$ cat src/rtl/holy_core_pkg.sv
// holy_core_pkg: shared types and constants for the AXI-Lite bridge.
// Holds the bridge FSM state enum and the AXI OKAY response code.
package holy_core_pkg;

  typedef enum logic [2:0] {
    IDLE,
    WR_ADDR_DATA,
    WR_RESP,
    RD_ADDR,
    RD_DATA
  } axil_bridge_state_t;

  localparam logic [1:0] OKAY = 2'b00;

endpackage

$ cat src/rtl/axi_lite_if.sv
// axi_lite_if: AXI4-Lite bus bundle with AW/W/B/AR/R channels.
// master drives AW/W/AR payload+valid and B/R ready; slave the reverse.
interface axi_lite_if #(
  parameter int ADDR_W = 32,
  parameter int DATA_W = 32
);
  localparam int STRB_W = DATA_W / 8;

  logic              awvalid;
  logic              awready;
  logic [ADDR_W-1:0] awaddr;
  logic [2:0]        awprot;

  logic              wvalid;
  logic              wready;
  logic [DATA_W-1:0] wdata;
  logic [STRB_W-1:0] wstrb;

  logic              bvalid;
  logic              bready;
  logic [1:0]        bresp;

  logic              arvalid;
  logic              arready;
  logic [ADDR_W-1:0] araddr;
  logic [2:0]        arprot;

  logic              rvalid;
  logic              rready;
  logic [DATA_W-1:0] rdata;
  logic [1:0]        rresp;

  modport master (
    output awvalid, awaddr, awprot,
    input  awready,
    output wvalid, wdata, wstrb,
    input  wready,
    input  bvalid, bresp,
    output bready,
    output arvalid, araddr, arprot,
    input  arready,
    input  rvalid, rdata, rresp,
    output rready
  );

  modport slave (
    input  awvalid, awaddr, awprot,
    output awready,
    input  wvalid, wdata, wstrb,
    output wready,
    output bvalid, bresp,
    input  bready,
    input  arvalid, araddr, arprot,
    output arready,
    output rvalid, rdata, rresp,
    input  rready
  );

endinterface

$ cat src/rtl/mem_req_to_axi_lite_bridge.sv
// mem_req_to_axi_lite_bridge: one-outstanding mem req -> AXI4-Lite master.
// Ports: clk/rst; req_i/add_i/we_i/wdata_i/be_i request in; gnt_o and
// r_valid_o/r_rdata_o/r_err_o completion out; out_if_axil_m AXI master;
// bridge_state exposes the FSM state for debug.
module mem_req_to_axi_lite_bridge
  import holy_core_pkg::*;
#(
  parameter int ADDR_W         = 32,
  parameter int DATA_W         = 32,
  parameter int TIMEOUT_CYCLES = 1024,
  localparam int STRB_W        = DATA_W / 8
) (
  input  logic               clk,
  input  logic               rst,
  input  logic               req_i,
  input  logic [ADDR_W-1:0]  add_i,
  input  logic               we_i,
  input  logic [DATA_W-1:0]  wdata_i,
  input  logic [STRB_W-1:0]  be_i,
  output logic               gnt_o,
  output logic               r_valid_o,
  output logic [DATA_W-1:0]  r_rdata_o,
  output logic               r_err_o,
  axi_lite_if.master         out_if_axil_m,
  output axil_bridge_state_t bridge_state
);

  localparam int OFF_W = $clog2(STRB_W);
  localparam int CNT_W =
    (TIMEOUT_CYCLES < 2) ? 1 : $clog2(TIMEOUT_CYCLES + 1);
  localparam logic [CNT_W-1:0] TMO = CNT_W'(TIMEOUT_CYCLES);

  axil_bridge_state_t state_q, state_d;

  logic [ADDR_W-1:0] addr_q, addr_d;
  logic [DATA_W-1:0] wdata_q, wdata_d;
  logic [STRB_W-1:0] be_q, be_d;
  logic              aw_done_q, aw_done_d;
  logic              w_done_q, w_done_d;
  logic [CNT_W-1:0]  cnt_q, cnt_d;
  logic              r_valid_q, r_valid_d;
  logic              r_err_q, r_err_d;
  logic [DATA_W-1:0] r_rdata_q, r_rdata_d;

  logic              gnt;
  logic [CNT_W-1:0]  cnt_inc;
  logic              tmo_hit;

  assign cnt_inc = cnt_q + CNT_W'(1);

  // Fires on the cycle whose edge brings the wait count to the limit.
  assign tmo_hit = (TIMEOUT_CYCLES != 0) && (cnt_inc == TMO);

  always_comb begin
    state_d   = state_q;
    addr_d    = addr_q;
    wdata_d   = wdata_q;
    be_d      = be_q;
    aw_done_d = aw_done_q;
    w_done_d  = w_done_q;
    cnt_d     = cnt_q;
    r_valid_d = 1'b0;
    r_err_d   = r_err_q;
    r_rdata_d = r_rdata_q;
    gnt       = 1'b0;

    unique case (state_q)
      IDLE: begin
        if (req_i) begin
          gnt       = 1'b1;
          addr_d    = {add_i[ADDR_W-1:OFF_W], {OFF_W{1'b0}}};
          wdata_d   = wdata_i;
          be_d      = be_i;
          aw_done_d = 1'b0;
          w_done_d  = 1'b0;
          // A write with no enabled bytes has nothing to put on the bus.
          if (we_i && (be_i == '0)) begin
            r_valid_d = 1'b1;
            r_err_d   = 1'b0;
          end else if (we_i) begin
            state_d = WR_ADDR_DATA;
          end else begin
            state_d = RD_ADDR;
          end
        end
      end

      WR_ADDR_DATA: begin
        aw_done_d = aw_done_q | out_if_axil_m.awready;
        w_done_d  = w_done_q | out_if_axil_m.wready;
        if (aw_done_d && w_done_d) begin
          state_d = WR_RESP;
          cnt_d   = '0;
        end
      end

      WR_RESP: begin
        cnt_d = cnt_inc;
        if (out_if_axil_m.bvalid) begin
          r_valid_d = 1'b1;
          r_err_d   = (out_if_axil_m.bresp != OKAY);
          state_d   = IDLE;
        end else if (tmo_hit) begin
          r_valid_d = 1'b1;
          r_err_d   = 1'b1;
          state_d   = IDLE;
        end
      end

      RD_ADDR: begin
        if (out_if_axil_m.arready) begin
          state_d = RD_DATA;
          cnt_d   = '0;
        end
      end

      RD_DATA: begin
        cnt_d = cnt_inc;
        if (out_if_axil_m.rvalid) begin
          r_valid_d = 1'b1;
          r_rdata_d = out_if_axil_m.rdata;
          r_err_d   = (out_if_axil_m.rresp != OKAY);
          state_d   = IDLE;
        end else if (tmo_hit) begin
          r_valid_d = 1'b1;
          r_err_d   = 1'b1;
          state_d   = IDLE;
        end
      end

      default: begin
        state_d = IDLE;
      end
    endcase
  end

  always_ff @(posedge clk) begin
    if (rst) begin
      state_q   <= IDLE;
      addr_q    <= '0;
      wdata_q   <= '0;
      be_q      <= '0;
      aw_done_q <= 1'b0;
      w_done_q  <= 1'b0;
      cnt_q     <= '0;
      r_valid_q <= 1'b0;
      r_err_q   <= 1'b0;
      r_rdata_q <= '0;
    end else begin
      state_q   <= state_d;
      addr_q    <= addr_d;
      wdata_q   <= wdata_d;
      be_q      <= be_d;
      aw_done_q <= aw_done_d;
      w_done_q  <= w_done_d;
      cnt_q     <= cnt_d;
      r_valid_q <= r_valid_d;
      r_err_q   <= r_err_d;
      r_rdata_q <= r_rdata_d;
    end
  end

  // Bus-facing controls are forced low while rst is held, so nothing
  // leaks out before the first reset edge has settled the state.
  assign out_if_axil_m.awvalid =
    !rst && (state_q == WR_ADDR_DATA) && !aw_done_q;
  assign out_if_axil_m.awaddr  = addr_q;
  assign out_if_axil_m.awprot  = 3'b000;

  assign out_if_axil_m.wvalid  =
    !rst && (state_q == WR_ADDR_DATA) && !w_done_q;
  assign out_if_axil_m.wdata   = wdata_q;
  assign out_if_axil_m.wstrb   = be_q;

  // Readies stay up in IDLE to swallow responses that arrive too late.
  assign out_if_axil_m.bready  =
    !rst && ((state_q == WR_RESP) || (state_q == IDLE));

  assign out_if_axil_m.arvalid = !rst && (state_q == RD_ADDR);
  assign out_if_axil_m.araddr  = addr_q;
  assign out_if_axil_m.arprot  = 3'b000;

  assign out_if_axil_m.rready  =
    !rst && ((state_q == RD_DATA) || (state_q == IDLE));

  assign gnt_o        = gnt && !rst;
  assign r_valid_o    = r_valid_q;
  assign r_err_o      = r_err_q;
  assign r_rdata_o    = r_rdata_q;
  assign bridge_state = state_q;

endmodule

$ cat src/flat_wrapper.sv
// flat-port wrapper written by rule: the top's interface ports become plain ports
module mem_req_to_axi_lite_bridge_flat import holy_core_pkg::*;
#(
  parameter int ADDR_W         = 32,
  parameter int DATA_W         = 32,
  parameter int TIMEOUT_CYCLES = 1024,
  localparam int STRB_W        = DATA_W / 8
)
  (clk, rst, req_i, add_i, we_i, wdata_i, be_i, gnt_o, r_valid_o, r_rdata_o, r_err_o, bridge_state, out_if_axil_m_awvalid, out_if_axil_m_awaddr, out_if_axil_m_awprot, out_if_axil_m_awready, out_if_axil_m_wvalid, out_if_axil_m_wdata, out_if_axil_m_wstrb, out_if_axil_m_wready, out_if_axil_m_bvalid, out_if_axil_m_bresp, out_if_axil_m_bready, out_if_axil_m_arvalid, out_if_axil_m_araddr, out_if_axil_m_arprot, out_if_axil_m_arready, out_if_axil_m_rvalid, out_if_axil_m_rdata, out_if_axil_m_rresp, out_if_axil_m_rready);
  axi_lite_if #(.ADDR_W(ADDR_W), .DATA_W(DATA_W)) out_if_axil_m_i ();
  input  logic clk;
  input  logic rst;
  input  logic req_i;
  input  logic [ADDR_W-1:0] add_i;
  input  logic we_i;
  input  logic [DATA_W-1:0] wdata_i;
  input  logic [STRB_W-1:0] be_i;
  output logic gnt_o;
  output logic r_valid_o;
  output logic [DATA_W-1:0] r_rdata_o;
  output logic r_err_o;
  output axil_bridge_state_t bridge_state;
  output wire logic [$bits(out_if_axil_m_i.awvalid)-1:0] out_if_axil_m_awvalid;
  output wire logic [$bits(out_if_axil_m_i.awaddr)-1:0] out_if_axil_m_awaddr;
  output wire logic [$bits(out_if_axil_m_i.awprot)-1:0] out_if_axil_m_awprot;
  input wire logic [$bits(out_if_axil_m_i.awready)-1:0] out_if_axil_m_awready;
  output wire logic [$bits(out_if_axil_m_i.wvalid)-1:0] out_if_axil_m_wvalid;
  output wire logic [$bits(out_if_axil_m_i.wdata)-1:0] out_if_axil_m_wdata;
  output wire logic [$bits(out_if_axil_m_i.wstrb)-1:0] out_if_axil_m_wstrb;
  input wire logic [$bits(out_if_axil_m_i.wready)-1:0] out_if_axil_m_wready;
  input wire logic [$bits(out_if_axil_m_i.bvalid)-1:0] out_if_axil_m_bvalid;
  input wire logic [$bits(out_if_axil_m_i.bresp)-1:0] out_if_axil_m_bresp;
  output wire logic [$bits(out_if_axil_m_i.bready)-1:0] out_if_axil_m_bready;
  output wire logic [$bits(out_if_axil_m_i.arvalid)-1:0] out_if_axil_m_arvalid;
  output wire logic [$bits(out_if_axil_m_i.araddr)-1:0] out_if_axil_m_araddr;
  output wire logic [$bits(out_if_axil_m_i.arprot)-1:0] out_if_axil_m_arprot;
  input wire logic [$bits(out_if_axil_m_i.arready)-1:0] out_if_axil_m_arready;
  input wire logic [$bits(out_if_axil_m_i.rvalid)-1:0] out_if_axil_m_rvalid;
  input wire logic [$bits(out_if_axil_m_i.rdata)-1:0] out_if_axil_m_rdata;
  input wire logic [$bits(out_if_axil_m_i.rresp)-1:0] out_if_axil_m_rresp;
  output wire logic [$bits(out_if_axil_m_i.rready)-1:0] out_if_axil_m_rready;
  assign out_if_axil_m_awvalid = out_if_axil_m_i.awvalid;
  assign out_if_axil_m_awaddr = out_if_axil_m_i.awaddr;
  assign out_if_axil_m_awprot = out_if_axil_m_i.awprot;
  assign out_if_axil_m_i.awready = out_if_axil_m_awready;
  assign out_if_axil_m_wvalid = out_if_axil_m_i.wvalid;
  assign out_if_axil_m_wdata = out_if_axil_m_i.wdata;
  assign out_if_axil_m_wstrb = out_if_axil_m_i.wstrb;
  assign out_if_axil_m_i.wready = out_if_axil_m_wready;
  assign out_if_axil_m_i.bvalid = out_if_axil_m_bvalid;
  assign out_if_axil_m_i.bresp = out_if_axil_m_bresp;
  assign out_if_axil_m_bready = out_if_axil_m_i.bready;
  assign out_if_axil_m_arvalid = out_if_axil_m_i.arvalid;
  assign out_if_axil_m_araddr = out_if_axil_m_i.araddr;
  assign out_if_axil_m_arprot = out_if_axil_m_i.arprot;
  assign out_if_axil_m_i.arready = out_if_axil_m_arready;
  assign out_if_axil_m_i.rvalid = out_if_axil_m_rvalid;
  assign out_if_axil_m_i.rdata = out_if_axil_m_rdata;
  assign out_if_axil_m_i.rresp = out_if_axil_m_rresp;
  assign out_if_axil_m_rready = out_if_axil_m_i.rready;
  mem_req_to_axi_lite_bridge #(.ADDR_W(ADDR_W), .DATA_W(DATA_W), .TIMEOUT_CYCLES(TIMEOUT_CYCLES)) u_core (.clk(clk), .rst(rst), .req_i(req_i), .add_i(add_i), .we_i(we_i), .wdata_i(wdata_i), .be_i(be_i), .gnt_o(gnt_o), .r_valid_o(r_valid_o), .r_rdata_o(r_rdata_o), .r_err_o(r_err_o), .out_if_axil_m(out_if_axil_m_i), .bridge_state(bridge_state));
endmodule
$ cat config.mk
export PLATFORM = sky130hd
export DESIGN_NAME = mem_req_to_axi_lite_bridge_flat
export DESIGN_NICKNAME = d
export VERILOG_FILES = /design/src/rtl/holy_core_pkg.sv /design/src/rtl/axi_lite_if.sv /design/src/rtl/mem_req_to_axi_lite_bridge.sv /design/src/flat_wrapper.sv
export SDC_FILE = /design/constraint.sdc
export NUM_CORES = 1
export LEC_CHECK = 0
export CELL_PAD_IN_SITES_DETAIL_PLACEMENT = 1
export CELL_PAD_IN_SITES_GLOBAL_PLACEMENT = 2
export CORE_MARGIN = 5
export CORE_UTILIZATION = 35
export DETAILED_ROUTE_END_ITERATION = 8
export DONT_BUFFER_PORTS = 1
export GPL_TIMING_DRIVEN = 0
export PLACE_DENSITY = 0.91
export SETUP_SLACK_MARGIN = 0.02
export SKIP_CTS_REPAIR_TIMING = 1
export SLEW_MARGIN = 10
export SYNTH_ARGS = -nofsm -noshare
export SYNTH_HDL_FRONTEND = slang
export SYNTH_SLANG_ARGS = --single-unit
$ cat constraint.sdc
create_clock -name clk -period 4.2 [get_ports clk]
set_input_delay 0.21 -clock clk [delete_from_list [all_inputs] [get_ports clk]]
set_output_delay 0.21 -clock clk [all_outputs]
set_load 0.05 [all_outputs]
==> results.md <==
* Final worst path period share at 73.8%
* Pleak at around 2.5 nW
* Yosys reg bits at between 100 and 150
* Largest net degree at the start of global routing at 17
* Worst hold slack at around 0.020 ns
* Dpl hpwl at between 10 and 15 mm
* DIE HEIGHT at 126 µm
* Max H-tree Level at 4
* Routed Antenna Nets at 0
* Worst EP required at roughly 4 ns
* Final hold vios at 0
* Root buf cell: clkbuf_16
* First-pass GRT wire length at about 25 mm
* CP bufs+invs at 3
* Initial antenna violation count at 1
* CTS sink count at 116
* Met3 Resource Use GR at under 10%
* Final setup viols at 0
* Clk_skew at slightly below 0.01 ns
* Die width at ~130 µm
* Vias in the first global route at about 4500
* Share of layout cells above drive strength 1 at about an eighth
* GPL Wtd Cong at ~0.92
* Most frequent cells in the layout: nand2_1 (208), dfxtp_1 (116), a21oi_1 (111), dlygate4sd3_1 (101), buf_4 (42)
* PortBufs at 0
* R2R Setup Slk at approximately 1.6 ns
* YS warnings at 0
* Least-Margin Pin Slew at around 1.2 ns
* Clk Latency, worst-skew pair at ~0.4 ns
* Mapped Area at 0.00473 mm²
* Slowest cell on crit path: nor2_1
* CP startpoint kind: register
* # rows at 42
* M2 GR Usage at a little over a third
* Final WL at roughly 19 mm
* Setup CP Type: reg -> out
* CP dominant cell by count: clkbuf_1
* Post-route DRC violation count at 0
* CP max stage delay at between 0.7 and 0.8 ns
* CTS tree: built
* P&R area growth vs syn at 40.4%
* Fmax at 0.322 GHz
* Worst Hold Class: in -> reg
* Core Area at roughly 0.013 mm²
* Fin Setup TNS at 0 ns
* Pwr/cell area at slightly above 500 mW/mm²
* Routed wire per std cell at 19.9 µm
* Initial DRT Pass Iterations at 4
* Arrival time of the worst setup path at roughly 2.9 ns
* Maximum net fanout on the critical path at 10
* Worst slew margin at about 16%
* Status: finished, final reports clean
* Most common cell after layout, fill and taps aside: nand2_1
* Critical path's top delay family: simple AND/OR/NAND/NOR gates
* Die ar. at roughly 0.016 mm²
* Met1 usage at between 20% and 30%
* Worst vdd ir at 0.242 mV
* Critical Path End Type: primary output
* Final min period at slightly above 3 ns
* Post-Syn Instances at 617
* Power Total at between 3 and 4 mW
* Buffer depth of the longest clock path at 2
* Dpl ws at 1.49 ns
* Drt first-iter violations at ~240
* EDFF count, synth at 0
* Vias per cell at 5.17
* Inserted Clock Buffers at 17
* Ys async rst share at 0%
* Overflow after GRT at 0
* Finished Core Util at around half
* Fin nets at 864
* Register area share after synthesis at 49.0%
* Max Transition Viols Final at 0
* RSZ-0062 raised after global routing: false
* Final setup margin at roughly 1.1 ns
* # IOs at roughly 260
* Post-synth top flop: dfxtp_1
* Global routing's busiest layer: met2
* Via count at between 4000 and 5000
* Clk slew on worst S/H paths at approximately 0.050 ns
* Mean Syn Cell Area at 7.67 µm²
* Max cap viols at 0
* Critical-path cell list: buf_2, nand2b_1, or3_1, clkbuf_1, clkbuf_1, nor2_1
* Initial Utilization at 35.8%
* Unique masters post-synth at 43
* Tot GR Track Use at between 10% and 20%
[cells in the mapped netlist (2+ instances only)]
| cell | n | area, µm² |
|---|---|---|
| nor2_1 | 23 | 86.3 |
| a22oi_1 | 4 | 30.0 |
| or3_1 | 2 | 12.5 |
| buf_2 | 11 | 55.1 |
| nand4b_1 | 2 | 17.5 |
| xor2_1 | 2 | 17.5 |
| nor3_1 | 7 | 35.0 |
| o311ai_0 | 2 | 17.5 |
| nor2b_1 | 2 | 12.5 |
| buf_4 | 40 | 300 |
| and3_1 | 3 | 18.8 |
| nand3b_1 | 2 | 15.0 |
| dfxtp_1 | 116 | 2320 |
| nor4_1 | 6 | 37.5 |
| nand3_1 | 3 | 15.0 |
| o21ai_0 | 8 | 40.0 |
| nand2_1 | 208 | 781 |
| a211oi_1 | 4 | 30.0 |
| a21oi_1 | 111 | 556 |
| clkbuf_1 | 32 | 120 |
| nand2b_1 | 4 | 25.0 |
| nand4_1 | 4 | 25.0 |
[state kept, by name, summed over array words and instances, names as in the netlist]
name                         flops
u_core.out_if_axil_m.wdata      32
u_core.r_rdata_o                32
u_core.out_if_axil_m.araddr     30
u_core.cnt_q                    11
u_core.out_if_axil_m.wstrb       4
u_core.bridge_state              3
u_core.aw_done_q                 1
u_core.r_err_o                   1
u_core.r_valid_o                 1
u_core.w_done_q                  1
[metrics by stage]
stage	instance area, µm²	cells
global placement	4990	802
detailed placement	5040	806
floorplan	4770	626
global route	6640	940
CTS	5630	838
finish	6650	941
[final cells by class]
| type | count | area [µm²] |
|---|---|---|
| clock buffer | 24 | 492 |
| antenna | 2 | 5.00 |
| fill | 1552 | 6600 |
| multi-input combinational | 426 | 1990 |
| inverter | 1 | 3.75 |
| tap | 176 | 220 |
| clock inverter | 8 | 98.8 |
| timing repair buffer | 105 | 1030 |
| buffer | 83 | 475 |
| sequential | 116 | 2320 |
[kinds of logic (layout without fill, tap and decap cells)]
family | after synthesis | count (layout) | synth area share, %
adder cells (fa/ha/maj) | 1 | 1 | 0.264
flip-flops | 116 | 116 | 49.0
buffers and inverters | 84 | 221 | 10.1
XOR/XNOR | 3 | 3 | 0.555
AND/OR/NAND/NOR | 272 | 272 | 23.8
other | 1 | 12 | 0.0792
AO/OA/AOI/OAI | 140 | 140 | 16.1
[routing by layer]
metal / vias to the layer above / wire, µm
met3: 23 / 1730
met4: 0 / 292
met2: 221 / 9970
li1: 2267 / -
met5: - / 0
met1: 2355 / 6750
[power breakdown]
group / internal, mW / switching [mW] / leakage [nW]
combinational: 0.177 / 0.341 / 1.31
sequential: 1.16 / 0.262 / 0.945
clock: 0.933 / 0.500 / 0.286
[worst min-delay path, cell delays in order]
cell     delay, ns
nand2_1       0.04
nand2_1       0.07
a21oi_1       0.06
[worst paths after layout]
path,to,cells after the start,from
min,u_core.bridge_state[0]$_SDFFE_PP0P_,3,we_i
max reg2reg,u_core.cnt_q[4]$_SDFFE_PP0P_,7,u_core.bridge_state[1]$_SDFFE_PP0P_
min reg2reg,u_core.cnt_q[9]$_SDFFE_PP0P_,2,u_core.cnt_q[9]$_SDFFE_PP0P_
max,gnt_o,6,u_core.bridge_state[1]$_SDFFE_PP0P_
No activity file was read; power rests on OpenSTA's default activity.
